<file path="config.mk">
export PLATFORM = sky130hd
export DESIGN_NAME = aes256_key_schedule_iter
export DESIGN_NICKNAME = d
export VERILOG_FILES = /design/src/rtl/aes256_key_schedule_iter.sv
export SDC_FILE = /design/constraint.sdc
export NUM_CORES = 2
export LEC_CHECK = 0
export ABC_AREA = 0
export CAP_MARGIN = 10
export CORE_MARGIN = 10
export CORE_UTILIZATION = 50
export DETAILED_ROUTE_END_ITERATION = 16
export MAX_ROUTING_LAYER = met4
export PLACE_DENSITY_LB_ADDON = 0.25
export SKIP_CTS_REPAIR_TIMING = 1
export SLEW_MARGIN = 10
export SYNTH_ARGS = -nofsm -noshare
export SYNTH_HDL_FRONTEND = slang
export SYNTH_SLANG_ARGS = --single-unit
</file>
<file path="constraint.sdc">
create_clock -name clk -period 16.8 [get_ports clk]
set_input_delay 1.68 -clock clk [delete_from_list [all_inputs] [get_ports clk]]
set_output_delay 1.68 -clock clk [all_outputs]
set_load 0.02 [all_outputs]
</file>
<file path="src/rtl/aes256_key_schedule_iter.sv">
// Iterative AES-256 key schedule: streams round keys RK0..RK14 over valid/ready,
// generating one 128-bit half-key per step from a shared 4-byte SubWord stage.
module aes256_key_schedule_iter #(
  parameter int SBOX_REG = 0
) (
  input  logic         clk,
  input  logic         rst,
  input  logic         key_valid,
  output logic         key_ready,
  input  logic [255:0] key,
  output logic         rk_valid,
  input  logic         rk_ready,
  output logic [127:0] rk_data,
  output logic [3:0]   rk_idx,
  output logic         rk_last,
  output logic         busy
);

  typedef enum logic [1:0] {IDLE, EMIT, CALC} state_t;

  state_t       r_state;
  state_t       w_nextState;
  logic [127:0] r_prev;
  logic [127:0] r_curr;
  logic [3:0]   r_idx;
  logic [7:0]   r_rcon;
  logic [31:0]  r_temp;

  logic         w_load;
  logic         w_advance;
  logic         w_capture;
  logic         w_even;
  logic         w_suppress;
  logic         w_rconStep;
  logic [7:0]   w_rconNext;
  logic [31:0]  w_w3;
  logic [31:0]  w_subIn;
  logic [31:0]  w_subOut;
  logic [31:0]  w_tempComb;
  logic [31:0]  w_tempUse;
  logic [31:0]  w_n0;
  logic [31:0]  w_n1;
  logic [31:0]  w_n2;
  logic [31:0]  w_n3;
  logic [127:0] w_next;

  // The half-key being generated has index idx+2, so an even idx means an even j
  assign w_even     = ~r_idx[0];
  assign w_suppress = (r_idx > 4'd12);
  assign w_w3       = r_curr[31:0];
  assign w_subIn    = w_even ? {w_w3[23:0], w_w3[31:24]} : w_w3;

  for (genvar b = 0; b < 4; b++) begin : g_sbox
    aes_sbox u_sbox (
      .i_in  (w_subIn[8*b +: 8]),
      .o_out (w_subOut[8*b +: 8])
    );
  end

  assign w_tempComb = w_even ? (w_subOut ^ {r_rcon, 24'h000000}) : w_subOut;
  assign w_tempUse  = (SBOX_REG != 0) ? r_temp : w_tempComb;

  assign w_n0   = r_prev[127:96] ^ w_tempUse;
  assign w_n1   = r_prev[95:64]  ^ w_n0;
  assign w_n2   = r_prev[63:32]  ^ w_n1;
  assign w_n3   = r_prev[31:0]   ^ w_n2;
  assign w_next = {w_n0, w_n1, w_n2, w_n3};

  assign w_rconNext = {r_rcon[6:0], 1'b0} ^ (r_rcon[7] ? 8'h1b : 8'h00);
  // Rcon advances exactly when it has been folded into a temp word
  assign w_rconStep = w_even & ~w_suppress &
                      (w_capture | (w_advance & (SBOX_REG == 0)));

  always_ff @(posedge clk) begin
    if (rst) begin
      r_state <= IDLE;
    end else begin
      r_state <= w_nextState;
    end
  end

  always_comb begin
    w_nextState = r_state;
    key_ready   = 1'b0;
    rk_valid    = 1'b0;
    busy        = 1'b1;
    w_load      = 1'b0;
    w_advance   = 1'b0;
    w_capture   = 1'b0;
    case (r_state)
      IDLE: begin
        key_ready = 1'b1;
        busy      = 1'b0;
        if (key_valid) begin
          w_load      = 1'b1;
          w_nextState = EMIT;
        end
      end
      EMIT: begin
        rk_valid = 1'b1;
        if (rk_ready) begin
          if (r_idx == 4'd14) begin
            w_nextState = IDLE;
          end else if (SBOX_REG == 0) begin
            w_advance = 1'b1;
          end else begin
            w_capture   = 1'b1;
            w_nextState = CALC;
          end
        end
      end
      CALC: begin
        w_advance   = 1'b1;
        w_nextState = EMIT;
      end
      default: begin
        w_nextState = IDLE;
      end
    endcase
  end

  assign rk_data = r_prev;
  assign rk_idx  = r_idx;
  assign rk_last = rk_valid & (r_idx == 4'd14);

  always_ff @(posedge clk) begin
    if (rst) begin
      r_prev <= '0;
      r_curr <= '0;
      r_idx  <= 4'd0;
      r_rcon <= 8'h01;
      r_temp <= '0;
    end else if (w_load) begin
      r_prev <= key[255:128];
      r_curr <= key[127:0];
      r_idx  <= 4'd0;
      r_rcon <= 8'h01;
    end else begin
      if (w_capture) begin
        r_temp <= w_tempComb;
      end
      if (w_rconStep) begin
        r_rcon <= w_rconNext;
      end
      if (w_advance) begin
        r_prev <= r_curr;
        r_idx  <= r_idx + 4'd1;
        if (!w_suppress) begin
          r_curr <= w_next;
        end
      end
    end
  end

endmodule

// AES forward S-box: multiplicative inverse in GF(2^8) (as x^254) then the affine map.
module aes_sbox (
  input  logic [7:0] i_in,
  output logic [7:0] o_out
);

  function automatic logic [7:0] gfMul(input logic [7:0] a, input logic [7:0] b);
    logic [7:0] p;
    logic [7:0] x;
    p = 8'h00;
    x = a;
    for (int i = 0; i < 8; i++) begin
      if (b[i]) p = p ^ x;
      x = {x[6:0], 1'b0} ^ (x[7] ? 8'h1b : 8'h00);
    end
    return p;
  endfunction

  logic [7:0] w_inv;

  // x^254 = product of x^(2^k) for k = 1..7; zero maps to zero naturally
  always_comb begin
    logic [7:0] sq;
    sq    = i_in;
    w_inv = 8'h01;
    for (int k = 1; k < 8; k++) begin
      sq    = gfMul(sq, sq);
      w_inv = gfMul(w_inv, sq);
    end
  end

  assign o_out = w_inv
               ^ {w_inv[6:0], w_inv[7]}
               ^ {w_inv[5:0], w_inv[7:6]}
               ^ {w_inv[4:0], w_inv[7:5]}
               ^ {w_inv[3:0], w_inv[7:4]}
               ^ 8'h63;

endmodule

</file>
==> flow_results.org <==
** Setup path
- The largest individual stage delay along the critical path comes from the cell sky130_fd_sc_hd__xnor3_1.
- Family of cells with the greatest summed delay on the critical path :: XOR/XNOR gates
- R2r endpoint :: r_curr[17]$_SDFFE_PP0P_
- The critical path in this run is classified as register to register.
- Endpoint arrival time on the critical path :: 16.65 ns
- Across all register-to-register paths, the minimum setup slack is 0.61 ns.
- The worst setup path is launched from a register.
- Among the stages of the critical path, the cell type that occurs most often is sky130_fd_sc_hd__xor2_1.
- The worst register-to-register path has a depth of 57.
- Required time of the critical path :: 17.27 ns
- CP Max Fanout :: 9
- The critical path contains buffers and inverters numbering 7 combined.
- On the worst path, the slowest cell contributes a delay of 0.58 ns.
- Critical Path Sink Type :: register
- Worst flop-to-flop path startpoint :: rk_idx[0]$_SDFFE_PP0P_

** GRT
- Global-route wire length before repair :: 405000 microns
- Antenna violations before repair :: 12
- The number of global-route vias before repair came to 64900.
- For this run the aggregate overflow at the end of global routing stands at 0.
- Pin count of the biggest net entering global routing :: 118
- Global routing used 33.0% of the available tracks across all layers.

** Synthesis
- Syn Nets :: 9432
- The share of synthesized area in the top cell type comes to 20.3%.
- After synthesis, the share of flip-flops with an asynchronous set or reset is 0%.
- Netlist cell types :: 125
- Total of warnings raised by yosys :: 0
- Summing the sequential cell areas from Yosys gives 7.62% of the chip area.
- Yosys top cell by area :: sky130_fd_sc_hd__xnor2_1
- Most used DFF post-synth :: sky130_fd_sc_hd__dfxtp_1
- The cell area that synthesis handed to floorplanning was 0.0707 sq mm.
- Post-synth EDFFs :: 0
- Dividing the synthesized area by the synthesized cell count gives 7.72 sq um.
- Number of standard cells after synthesis :: 9151
- Ranking of synthesized cells by area :: sky130_fd_sc_hd__xnor2_1 20%, sky130_fd_sc_hd__xnor3_1 11%, sky130_fd_sc_hd__dfxtp_1 7.6%, sky130_fd_sc_hd__nor2_1 7.3%, sky130_fd_sc_hd__xor2_1 6.3%
- Flops & latches, synth :: 269

** Timing
- Slew at the pin with the worst max-slew slack :: 1.18 ns
- Setup violations remaining at the end of the flow were counted as 0.
- The number of pins exceeding their max-slew limit in the final report came to 0.
- Layout Skew :: 0.0468 ns
- Final Critical Period :: 16.19 ns
- Headroom to the max-slew limit came out at 20.8%.
- Fin crit share :: 96.4%
- Hold WS :: 0.515 ns
- Maximum operating frequency :: 61.8 MHz
- The number of endpoints with negative hold slack in the final report was 0.

** Place
- During placement, the flow inserted port buffers numbering 395.
- After legalization and detailed placement, the total HPWL measured 205000 microns.
- At the end of routability-driven placement, the weighted congestion stood at 0.997.

** Clocking
- TritonCTS built the clock tree.
- Root buf cell :: sky130_fd_sc_hd__clkbuf_16
- Buffer levels on the longest clock path :: 3
- Clock latency reported for the late side of the worst-skew pair :: 0.62 ns
- H-tree depth :: 2
- After clock tree synthesis, the clock-pin slew on the worst setup and hold paths is 0.07 ns.
- For this design, the sink count on the clock tree is 269.
- Clock buffer count from CTS :: 34

** Finish
- In the final layout, flip-flops and latches occupy 0.00539 sq mm.
- For this run, the post-layout net count is 9850.
- The filler cells instantiated in the layout total 12900.
- Multi-input combinational cell area :: 0.0638 sq mm
- In the final layout, the share of cells above drive strength 1 is 13.5%.
- Synth-to-layout area growth :: 16.2%

** Routing
- Ratio of routed vias to standard cells :: 6.10
- Total wirelength of the detailed-routed design :: 270000 microns
- The first routing iteration left 7818 violations.
- The final route contains 70000 vias.
- For this run, design rule violations remaining after detail routing come to 0.
- In the final routed layout, each cell accounts on average for 23.5 microns.
- Once detail routing completed, the nets flagged for antenna violations numbered 0.
- Before antenna repair, the detailed router went through 6 iterations.

** Floorplan
- Area of the core :: 0.140 sq mm
- Number of cell rows :: 137
- Initial standard-cell utilization of the core :: 50.5%
- From left edge to right edge, the die measures 396 microns.
- From bottom edge to top edge, the die measures 396 microns.
- Total die area :: 0.157 sq mm
- For this design the top-level I/O count stands at 396.

** Run status
- Outcome :: finished, final reports clean

** Worst hold path
- Hold path start :: r_curr[73]$_SDFFE_PP0P_
- Kind of path behind the tightest hold check :: register to register
- The path with the worst hold slack has its endpoint at r_curr[73]$_SDFFE_PP0P_.
- Along the worst hold path, the cell count comes to 2.

** Run
- Across the run, the number of max-cap violations was 0.
[cell usage after synthesis (62+ instances only)]
cell                       count
sky130_fd_sc_hd__a22oi_1     140
sky130_fd_sc_hd__mux2i_1     328
sky130_fd_sc_hd__nor3_1      201
sky130_fd_sc_hd__inv_1        63
sky130_fd_sc_hd__nand2_1     857
sky130_fd_sc_hd__xnor2_2     103
sky130_fd_sc_hd__xor2_1      510
sky130_fd_sc_hd__xnor2_1    1634
sky130_fd_sc_hd__buf_1        67
sky130_fd_sc_hd__xnor3_1     357
sky130_fd_sc_hd__dfxtp_1     269
sky130_fd_sc_hd__a211oi_1    198
sky130_fd_sc_hd__nor2_1     1368
sky130_fd_sc_hd__o22ai_1     121
sky130_fd_sc_hd__buf_2       134
sky130_fd_sc_hd__a21oi_1     491
sky130_fd_sc_hd__a31oi_1      98
sky130_fd_sc_hd__o211ai_1     66
sky130_fd_sc_hd__o21ai_0     329
sky130_fd_sc_hd__nand3_1     190
sky130_fd_sc_hd__nand2b_1     62
sky130_fd_sc_hd__clkbuf_1    421
[state kept, by name, summed over array words and instances, names as in the netlist]
name     count
rk_data    128
rk_idx       4
r_rcon       8
r_state      1
r_curr     128
[per-stage QoR]
step                      setup slack (ns)  instances  util, %  setup TNS (ns)  cell area (sq um)
after floorplan                     0.0320       9151        -               0              70700
after global placement              -0.367      11300     56.3           -4.85              78800
after detailed placement            -0.474      11300     56.3           -5.58              78800
after CTS                           -0.620      11400     57.2          -11.43              80000
after global routing               -0.0725      11500     58.7          -0.231              82100
final                                0.611      11500     58.7               0              82100
[metal layers]
layer,global-route usage [%],wire length [microns],up-vias
met5,-,0,-
met4,10.8,10600,0
met3,4.19,22100,415
met1,44.9,117000,33800
li1,-,-,32500
met2,50.6,120000,3257
[kinds of logic after synthesis]
logic type                 after synthesis  share of synthesized area, %
and+or+nand+nor                       3032                          18.5
DFF                                    269                          7.62
muxes                                  402                          6.03
xor gates and xnor gates              2747                          44.9
adders and majority gates               25                         0.429
buffers and inverters                  756                          4.60
AOI/OAI and AO/OA                     1920                          18.0
[worst max path at each step]
stage | startpoint | endpoint | slack, ns | cells after the start
final | rk_idx[0]$_SDFFE_PP0P_ | r_curr[17]$_SDFFE_PP0P_ | 0.61 | 57
after global routing | rk_idx[0]$_SDFFE_PP0P_ | r_curr[14]$_SDFFE_PP0P_ | -0.07 | 52
after CTS | rk_idx[0]$_SDFFE_PP0P_ | r_curr[14]$_SDFFE_PP0P_ | -0.62 | 52
after detailed placement | rk_idx[0]$_SDFFE_PP0P_ | r_curr[14]$_SDFFE_PP0P_ | -0.47 | 52
after global placement | rk_idx[0]$_SDFFE_PP0P_ | r_curr[25]$_SDFFE_PP0P_ | -0.37 | 52
after floorplan | rk_idx[0]$_SDFFE_PP0P_ | r_curr[29]$_SDFFE_PP0P_ | 0.03 | 68
[cell usage in the layout (no fill, tap or decap), types with 42 or more instances in the layout]
master                            netlist  layout
sky130_fd_sc_hd__mux2i_1              328     325
sky130_fd_sc_hd__a21oi_1              491     486
sky130_fd_sc_hd__and2_1                50      47
sky130_fd_sc_hd__xor2_1               510     480
sky130_fd_sc_hd__xnor2_4               18      52
sky130_fd_sc_hd__a31oi_1               98      97
sky130_fd_sc_hd__xor2_2                37      53
sky130_fd_sc_hd__and3_1                44      44
sky130_fd_sc_hd__nand3_1              190     190
sky130_fd_sc_hd__xor3_1                52      45
sky130_fd_sc_hd__o21ai_0              329     329
sky130_fd_sc_hd__nand2_1              857     854
sky130_fd_sc_hd__xnor3_2               25      58
sky130_fd_sc_hd__inv_1                 63      62
sky130_fd_sc_hd__clkdlybuf4s50_1        0     394
sky130_fd_sc_hd__buf_4                 32     642
sky130_fd_sc_hd__a22oi_1              140     140
sky130_fd_sc_hd__nand2b_1              62      62
sky130_fd_sc_hd__or3_1                 42      42
sky130_fd_sc_hd__a211oi_1             198     194
sky130_fd_sc_hd__xnor2_2              103     169
sky130_fd_sc_hd__mux2_2                43      43
sky130_fd_sc_hd__nor2_1              1368    1363
sky130_fd_sc_hd__a221oi_1              45      44
sky130_fd_sc_hd__o22ai_1              121     121
sky130_fd_sc_hd__nor2b_1               56      53
sky130_fd_sc_hd__dfxtp_1              269     267
sky130_fd_sc_hd__xnor3_1              357     320
sky130_fd_sc_hd__xnor2_1             1634    1534
sky130_fd_sc_hd__o211ai_1              66      66
sky130_fd_sc_hd__nor3_1               201     199
[worst reg2reg max path, delay by kind of cell, from the launching register on]
kind                     cells  cell delay [ns]
XOR/XNOR                    24             7.92
flip-flops                   1             0.43
adder cells (fa/ha/maj)      1             0.31
AO/OA/AOI/OAI               15             3.65
multiplexers                 3             1.07
buffers and inverters        7             1.17
AND/OR/NAND/NOR              7             1.47
[final cells by class]
class | instances | share of cell area, %
Antenna cell | 10 | 0.0305
Timing Repair Buffer | 1050 | 11.0
Tap cell | 1876 | 2.86
Clock inverter | 17 | 0.277
Inverter | 88 | 0.413
Sequential cell | 269 | 6.56
Clock buffer | 44 | 1.19
Multi-Input combinational cell | 8126 | 77.7
Power is not shown: default switching activity piles up to over one toggle a cycle in this logic, so the estimate is an artifact.
